File: config.mk
export PLATFORM = sky130hd
export DESIGN_NAME = conv_enc_serializer
export DESIGN_NICKNAME = d
export VERILOG_FILES = /design/src/rtl/encoder_fec_pkg.sv /design/src/rtl/conv_enc_serializer_core.sv /design/src/rtl/conv_enc_serializer.sv
export SDC_FILE = /design/constraint.sdc
export NUM_CORES = 1
export LEC_CHECK = 0
export BUFFER_PORTS_ARGS = -buffer_cell sky130_fd_sc_hd__buf_2
export CAP_MARGIN = 20
export CELL_PAD_IN_SITES_DETAIL_PLACEMENT = 1
export CELL_PAD_IN_SITES_GLOBAL_PLACEMENT = 2
export CORE_ASPECT_RATIO = 1.25
export CORE_MARGIN = 4
export CORE_UTILIZATION = 34
export CTS_CLUSTER_DIAMETER = 200
export DETAILED_ROUTE_END_ITERATION = 6
export PLACE_DENSITY_LB_ADDON = 0.05
export SLEW_MARGIN = 0
export SYNTH_ARGS = -nofsm -noshare
export SYNTH_HDL_FRONTEND = slang
export SYNTH_SLANG_ARGS = --single-unit
File: constraint.sdc
create_clock -name clk -period 2 [get_ports clk]
set_input_delay 0.2 -clock clk [delete_from_list [all_inputs] [get_ports clk]]
set_output_delay 0.2 -clock clk [all_outputs]
set_load 0.005 [all_outputs]
File: src/rtl/encoder_fec_pkg.sv
// Shared types and constants for the encoder FEC path.
// The convolutional encoder defaults here match the standard K=7 (171,133) code.
package encoder_fec_pkg;

    localparam int                 CONV_K  = 7;
    localparam logic [CONV_K-1:0]  CONV_G0 = 7'o171;
    localparam logic [CONV_K-1:0]  CONV_G1 = 7'o133;

    // Coded symbol ordered {c0, c1}
    typedef logic [1:0] coded_symbol_t;

    typedef enum logic [2:0] {
        ST_IDLE,
        ST_REQ,
        ST_WAIT,
        ST_SHIFT,
        ST_TAIL
    } conv_enc_state_e;

endpackage

File: src/rtl/conv_enc_serializer_core.sv
// Rate-1/2 convolutional encoder datapath: combinational symbol from the
// current bit plus encoder memory, and the memory register with advance/hold.
module conv_enc_core
    import encoder_fec_pkg::*;
#(
    parameter int             K  = CONV_K,
    parameter logic [K-1:0]   G0 = CONV_G0,
    parameter logic [K-1:0]   G1 = CONV_G1
) (
    input  logic          clk,
    input  logic          rst_n,
    input  logic          u_i,
    input  logic          advance_i,
    output coded_symbol_t sym_o
);

    // mem_q[K-2] is the most recent previous bit
    logic [K-2:0] mem_q;
    logic [K-2:0] mem_d;
    logic [K-1:0] r;

    assign r     = {u_i, mem_q};
    assign sym_o = {^(r & G0), ^(r & G1)};

    // NOTE: default assignment first so every path drives mem_d; no latch.
    always_comb begin
        mem_d = mem_q;
        if (advance_i) begin
            mem_d = r[K-1:1];
        end
    end

    // NOTE: state registers use non-blocking assignments and async active-low reset.
    always_ff @(posedge clk or negedge rst_n) begin
        if (!rst_n) begin
            mem_q <= '0;
        end else begin
            mem_q <= mem_d;
        end
    end

endmodule

File: src/rtl/conv_enc_serializer.sv
// Pops message words from the FIFO, serializes them MSB-first through the
// convolutional encoder and closes each frame with K-1 zero tail bits.
module conv_enc_serializer
    import encoder_fec_pkg::*;
#(
    parameter int             WIDTH       = 32,
    parameter int             FRAME_WORDS = 4,
    parameter int             K           = CONV_K,
    parameter logic [K-1:0]   G0          = CONV_G0,
    parameter logic [K-1:0]   G1          = CONV_G1
) (
    input  logic              clk,
    input  logic              rst_n,
    input  logic              enable,
    input  logic              fifo_empty,
    output logic              fifo_rd_en,
    input  logic [WIDTH-1:0]  fifo_data,
    input  logic              fifo_rd_valid,
    output coded_symbol_t     enc_data,
    output logic              enc_valid,
    input  logic              enc_ready,
    output logic              enc_last,
    output logic              busy
);

    localparam int CNT_MAX = (WIDTH > K) ? WIDTH : K;
    localparam int CNT_W   = $clog2(CNT_MAX);
    localparam int WORD_W  = (FRAME_WORDS > 1) ? $clog2(FRAME_WORDS) : 1;

    localparam logic [CNT_W-1:0]  LAST_BIT  = CNT_W'(WIDTH - 1);
    localparam logic [WORD_W-1:0] LAST_WORD = WORD_W'(FRAME_WORDS - 1);

    conv_enc_state_e     state_q;
    logic [WIDTH-1:0]    sr_q;
    logic [CNT_W-1:0]    bit_cnt_q;
    logic [WORD_W-1:0]   word_cnt_q;
    logic                rd_en_q;
    logic                valid_q;
    logic                last_q;
    logic                busy_q;

    logic                u;
    logic                accept;
    coded_symbol_t       sym;

    // Tail bits feed zeros; valid_q is only set in SHIFT or TAIL
    assign u      = (state_q == ST_SHIFT) ? sr_q[WIDTH-1] : 1'b0;
    assign accept = valid_q && enc_ready;

    conv_enc_core #(
        .K  (K),
        .G0 (G0),
        .G1 (G1)
    ) u_core (
        .clk       (clk),
        .rst_n     (rst_n),
        .u_i       (u),
        .advance_i (accept),
        .sym_o     (sym)
    );

    always_ff @(posedge clk or negedge rst_n) begin
        if (!rst_n) begin
            state_q    <= ST_IDLE;
            sr_q       <= '0;
            bit_cnt_q  <= '0;
            word_cnt_q <= '0;
            rd_en_q    <= 1'b0;
            valid_q    <= 1'b0;
            last_q     <= 1'b0;
            busy_q     <= 1'b0;
        end else begin
            rd_en_q <= 1'b0;
            case (state_q)
                ST_IDLE: begin
                    if (enable && !fifo_empty) begin
                        state_q <= ST_REQ;
                        rd_en_q <= 1'b1;
                        busy_q  <= 1'b1;
                    end
                end
                ST_REQ: begin
                    state_q <= ST_WAIT;
                end
                ST_WAIT: begin
                    if (fifo_rd_valid) begin
                        sr_q      <= fifo_data;
                        bit_cnt_q <= '0;
                        valid_q   <= 1'b1;
                        state_q   <= ST_SHIFT;
                    end else begin
                        state_q <= ST_IDLE;
                        busy_q  <= 1'b0;
                    end
                end
                ST_SHIFT: begin
                    if (accept) begin
                        sr_q      <= sr_q << 1;
                        bit_cnt_q <= bit_cnt_q + CNT_W'(1);
                        if (bit_cnt_q == LAST_BIT) begin
                            bit_cnt_q <= '0;
                            if (word_cnt_q == LAST_WORD) begin
                                word_cnt_q <= '0;
                                state_q    <= ST_TAIL;
                                last_q     <= (K == 2);
                            end else begin
                                word_cnt_q <= word_cnt_q + WORD_W'(1);
                                valid_q    <= 1'b0;
                                if (enable && !fifo_empty) begin
                                    state_q <= ST_REQ;
                                    rd_en_q <= 1'b1;
                                end else begin
                                    state_q <= ST_IDLE;
                                    busy_q  <= 1'b0;
                                end
                            end
                        end
                    end
                end
                ST_TAIL: begin
                    if (accept) begin
                        bit_cnt_q <= bit_cnt_q + CNT_W'(1);
                        // Raise last for the symbol following this one
                        last_q    <= (int'(bit_cnt_q) == K - 3);
                        if (int'(bit_cnt_q) == K - 2) begin
                            bit_cnt_q <= '0;
                            state_q   <= ST_IDLE;
                            valid_q   <= 1'b0;
                            last_q    <= 1'b0;
                            busy_q    <= 1'b0;
                        end
                    end
                end
                default: begin
                    state_q <= ST_IDLE;
                end
            endcase
        end
    end

    assign fifo_rd_en = rd_en_q;
    assign enc_valid  = valid_q;
    assign enc_data   = valid_q ? sym : '0;
    assign enc_last   = last_q;
    assign busy       = busy_q;

endmodule

==> flow_summary_export.csv <==
group,metric,value,unit
setup_path,worstPathRequired,2260,ps
setup_path,critPathKind,"reg2reg",
clock_tree,cts.sinks,52,
drt,drtPass1Iterations,4,
drt,ant_nets,0,
timing,setup_viol,0,
setup_path,worst_setup_path_start_kind,"flop",
setup_path,slowest_delay,430,ps
setup_path,regToRegStartpoint,"bit_cnt_q[0]",
hold_path,hp-start,"fifo_data[0]",
clock_tree,cts_root_buf,"clkbuf_8",
drt,drc,0,
timing,slew_headroom,70.0,%
die,fp.dieArea,0.00927,mm²
synthesis,syn_inst,286,
global_route,grt_use_total,14.5,%
die,start_util,35.3,%
timing,tightest_slew,444,ps
final_layout,layout-drive-gt1-share,25.2,%
final_layout,area_growth,19.6,%
die,fp.dieW,86.9,µm
synthesis,synth_common_cells,"nand2_1, dfrtp_1, nor2_1",
hold_path,holdPathEnd,"sr_q[0]",
synthesis,netlist.top_cell.by_area,"dfrtp_1",
final_layout,antenna_cells,0,
die,io-pin-count,44,
timing,skew,9.58,ps
global_route,grt_max_degree,64,
timing,slew_viol_final,0,
placed_design,gp_congestion,0.814,
timing,rsz0062_at_grt,"yes",
synthesis,async_flop_share,100,%
final_layout,multi_input_area,0.00125,mm²
setup_path,path_max_fanout,4,
synthesis,synth_flop_cell,"dfrtp_1",
synthesis,yosysTopAreaCellShare,49.2,%
timing,hold_violations,0,
synthesis,yosysSeqAreaShare,49.2,%
setup_path,ff2ff_setup_slack,80,ps
global_route,grt_pass1_wl,10800,µm
timing,post-route-period-util,96.2,%
setup_path,crit_chain,"ha_1 > and3_1 > ha_1 > nor4bb_2 > a21oi_1 > o22ai_1 > a32o_1",
final_layout,fill_cells,901,
status,status,"completed",
drt,drt_iter0_drc,94,
timing,setup_ws,76.7,ps
setup_path,reg2reg_depth,7,
power_and_ir_drop,p_per_area,1410,mW/mm²
synthesis,synth_area,0.00265,mm²
final_layout,fin_nets,379,
setup_path,cp.arrival,2180,ps
clock_tree,cts_buffers,5,
power_and_ir_drop,vdd_drop_max,0.000585,V
clock_tree,cts_tree,"done",
synthesis,ys_ff_latch,52,
synthesis,yosysWarnings,0,
drt,drt-vias-per-instance,5.09,
synthesis,synthTopCellsByArea,"dfrtp_1, nand2_1, a31oi_1",
timing,fmax,520,MHz
clock_tree,clkTransAtPathRegs,100,ps
synthesis,synth_edf_count,0,
setup_path,startpoint,"bit_cnt_q[0]",
setup_path,critPathTopFamily,"simple AND/OR/NAND/NOR gates",
placed_design,post-place-ws,58.4,ps
setup_path,cp_common_cell,"ha_1",
global_route,antenna_found_initial,0,
global_route,grt_pass1_vias,2246,
synthesis,synth_cell_type_count,45,
die,num_rows,35,
die,die_h,107,µm
clock_tree,cts.path.max_buffers,2,
clock_tree,cts_max_level,2,
synthesis,syn_nets,329,
timing,finalSetupTns,0,ps
placed_design,dp_hpwl,4460,µm
synthesis,synth.avg_cell_area,9.25,µm²
placed_design,portBuffers,43,
hold_path,holdPathStages,3,
drt,wl,6300,µm
hold_path,hp-class,"in2reg",
drt,wl_per_cell,14.7,µm
power_and_ir_drop,p_leak,0.00147,µW
timing,finalCriticalPeriod,1920,ps
setup_path,critPathBufInv,0,
setup_path,crit_slowest_cell,"dfrtp_1",
global_route,grt-ovfl-total,0,
drt,via_count,2185,
synthesis,synth.most_common_cell,"nand2_1",
clock_tree,clock_latency,310,ps
die,coreArea,0.00749,mm²
run,max_cap_violations,0,
setup_path,end_kind,"flop",
setup_path,reg2reg_to,"bit_cnt_q[2]",
final_layout,ff_latch_area,0.00130,mm²
[repair_timing]
| item | 4_1_cts | 5_1_grt |
|---|---|---|
| setup endpoints to repair | 2 | 5 |
| gates resized for setup | 2 | 3 |
| gates cloned | 0 | 0 |
| pin swaps | 0 | 3 |
| hold endpoints to repair | 16 | 0 |
| setup buffers | 0 | 4 |
| hold buffers | 1 | 0 |
[layout make-up]
class	instances	area share [%]
Sequential cell	52	41.2
Clock inverter	2	1.11
Clock buffer	6	2.29
Tap cell	92	3.64
Multi-Input combinational cell	210	39.5
Inverter	7	0.830
Timing Repair Buffer	60	11.4
[cell families (layout without fill, tap and decap cells)]
family                     count (synthesis)  in the layout  synth area share, %
and+or+nand+nor                          133            133                 23.3
AOI/OAI and AO/OA                         60             60                 15.8
DFF                                       52             52                 49.2
buffers and inverters                     24             75                 4.11
muxes                                      8              8                 3.40
adders and majority gates                  5              5                 2.36
xor gates and xnor gates                   4              4                 1.84
[worst max path at each step]
stage	cells past startpoint	endpoint	slack, ps
after global routing	7	bit_cnt_q[2]	-40
after detailed placement	7	bit_cnt_q[2]	60
after CTS	6	enc_data[1]	30
after floorplan	6	enc_last	220
final	7	bit_cnt_q[2]	80
after global placement	6	enc_last	130
[routing by layer]
layer,wire (µm),GRT usage [%],share of wire (%),vias up
li1,-,-,-,1088
met1,2950,19.4,47,1056
met2,3050,23.9,48,37
met3,235,2.61,3.7,4
met4,57,3.67,0.90,0
met5,0,0,0,-
[worst min-delay path, delay by kind of cell]
family                 cells  cell delay (ps)
AOI/OAI and AO/OA          1               60
buffers and inverters      1               80
and+or+nand+nor            1               40
[sequential cells by signal, indices dropped and copies added (netlist names)]
register and flops:
bit_cnt_q 5, busy 1, enc_last 1, enc_valid 1
fifo_rd_en 1, sr_q 32, state_q 3, u_core.mem_q 6
word_cnt_q 2
[report_power, final]
group | leakage [µW] | switching, µW | internal (µW)
clock network | 0.0000552 | 360 | 372
registers | 0.000620 | 291 | 1500
logic | 0.000795 | 1070 | 872
total | 0.00147 | 1720 | 2740
[stage by stage]
step	cells	hold slack, ps	utilization [%]	cell area (µm²)	total power, µW
after detailed placement	416	177	40.0	3000	3730
final	429	110	42.3	3160	4460
after global routing	429	126	42.3	3160	4910
after CTS	425	104	41.7	3120	4500
after global placement	416	162	40.0	3000	3670
after floorplan	286	-95.6	-	2650	3160
[placed cells by master (no fill, tap or decap), types with 2 or more instances in the layout]
master and n:
buf_2 43, nand4bb_1 2, nor2b_1 2, dfrtp_1 50
a31oi_1 31, o211ai_1 5, nand2_1 69, nor2_1 40
inv_1 7, xor2_1 2, o41ai_1 2, and3_1 3
o21ai_0 9, mux2_2 8, and2_1 2, dfrtp_2 2
clkbuf_8 5, ha_1 5, buf_4 14, nand3_1 3
No activity file was read; power rests on OpenSTA's default activity.
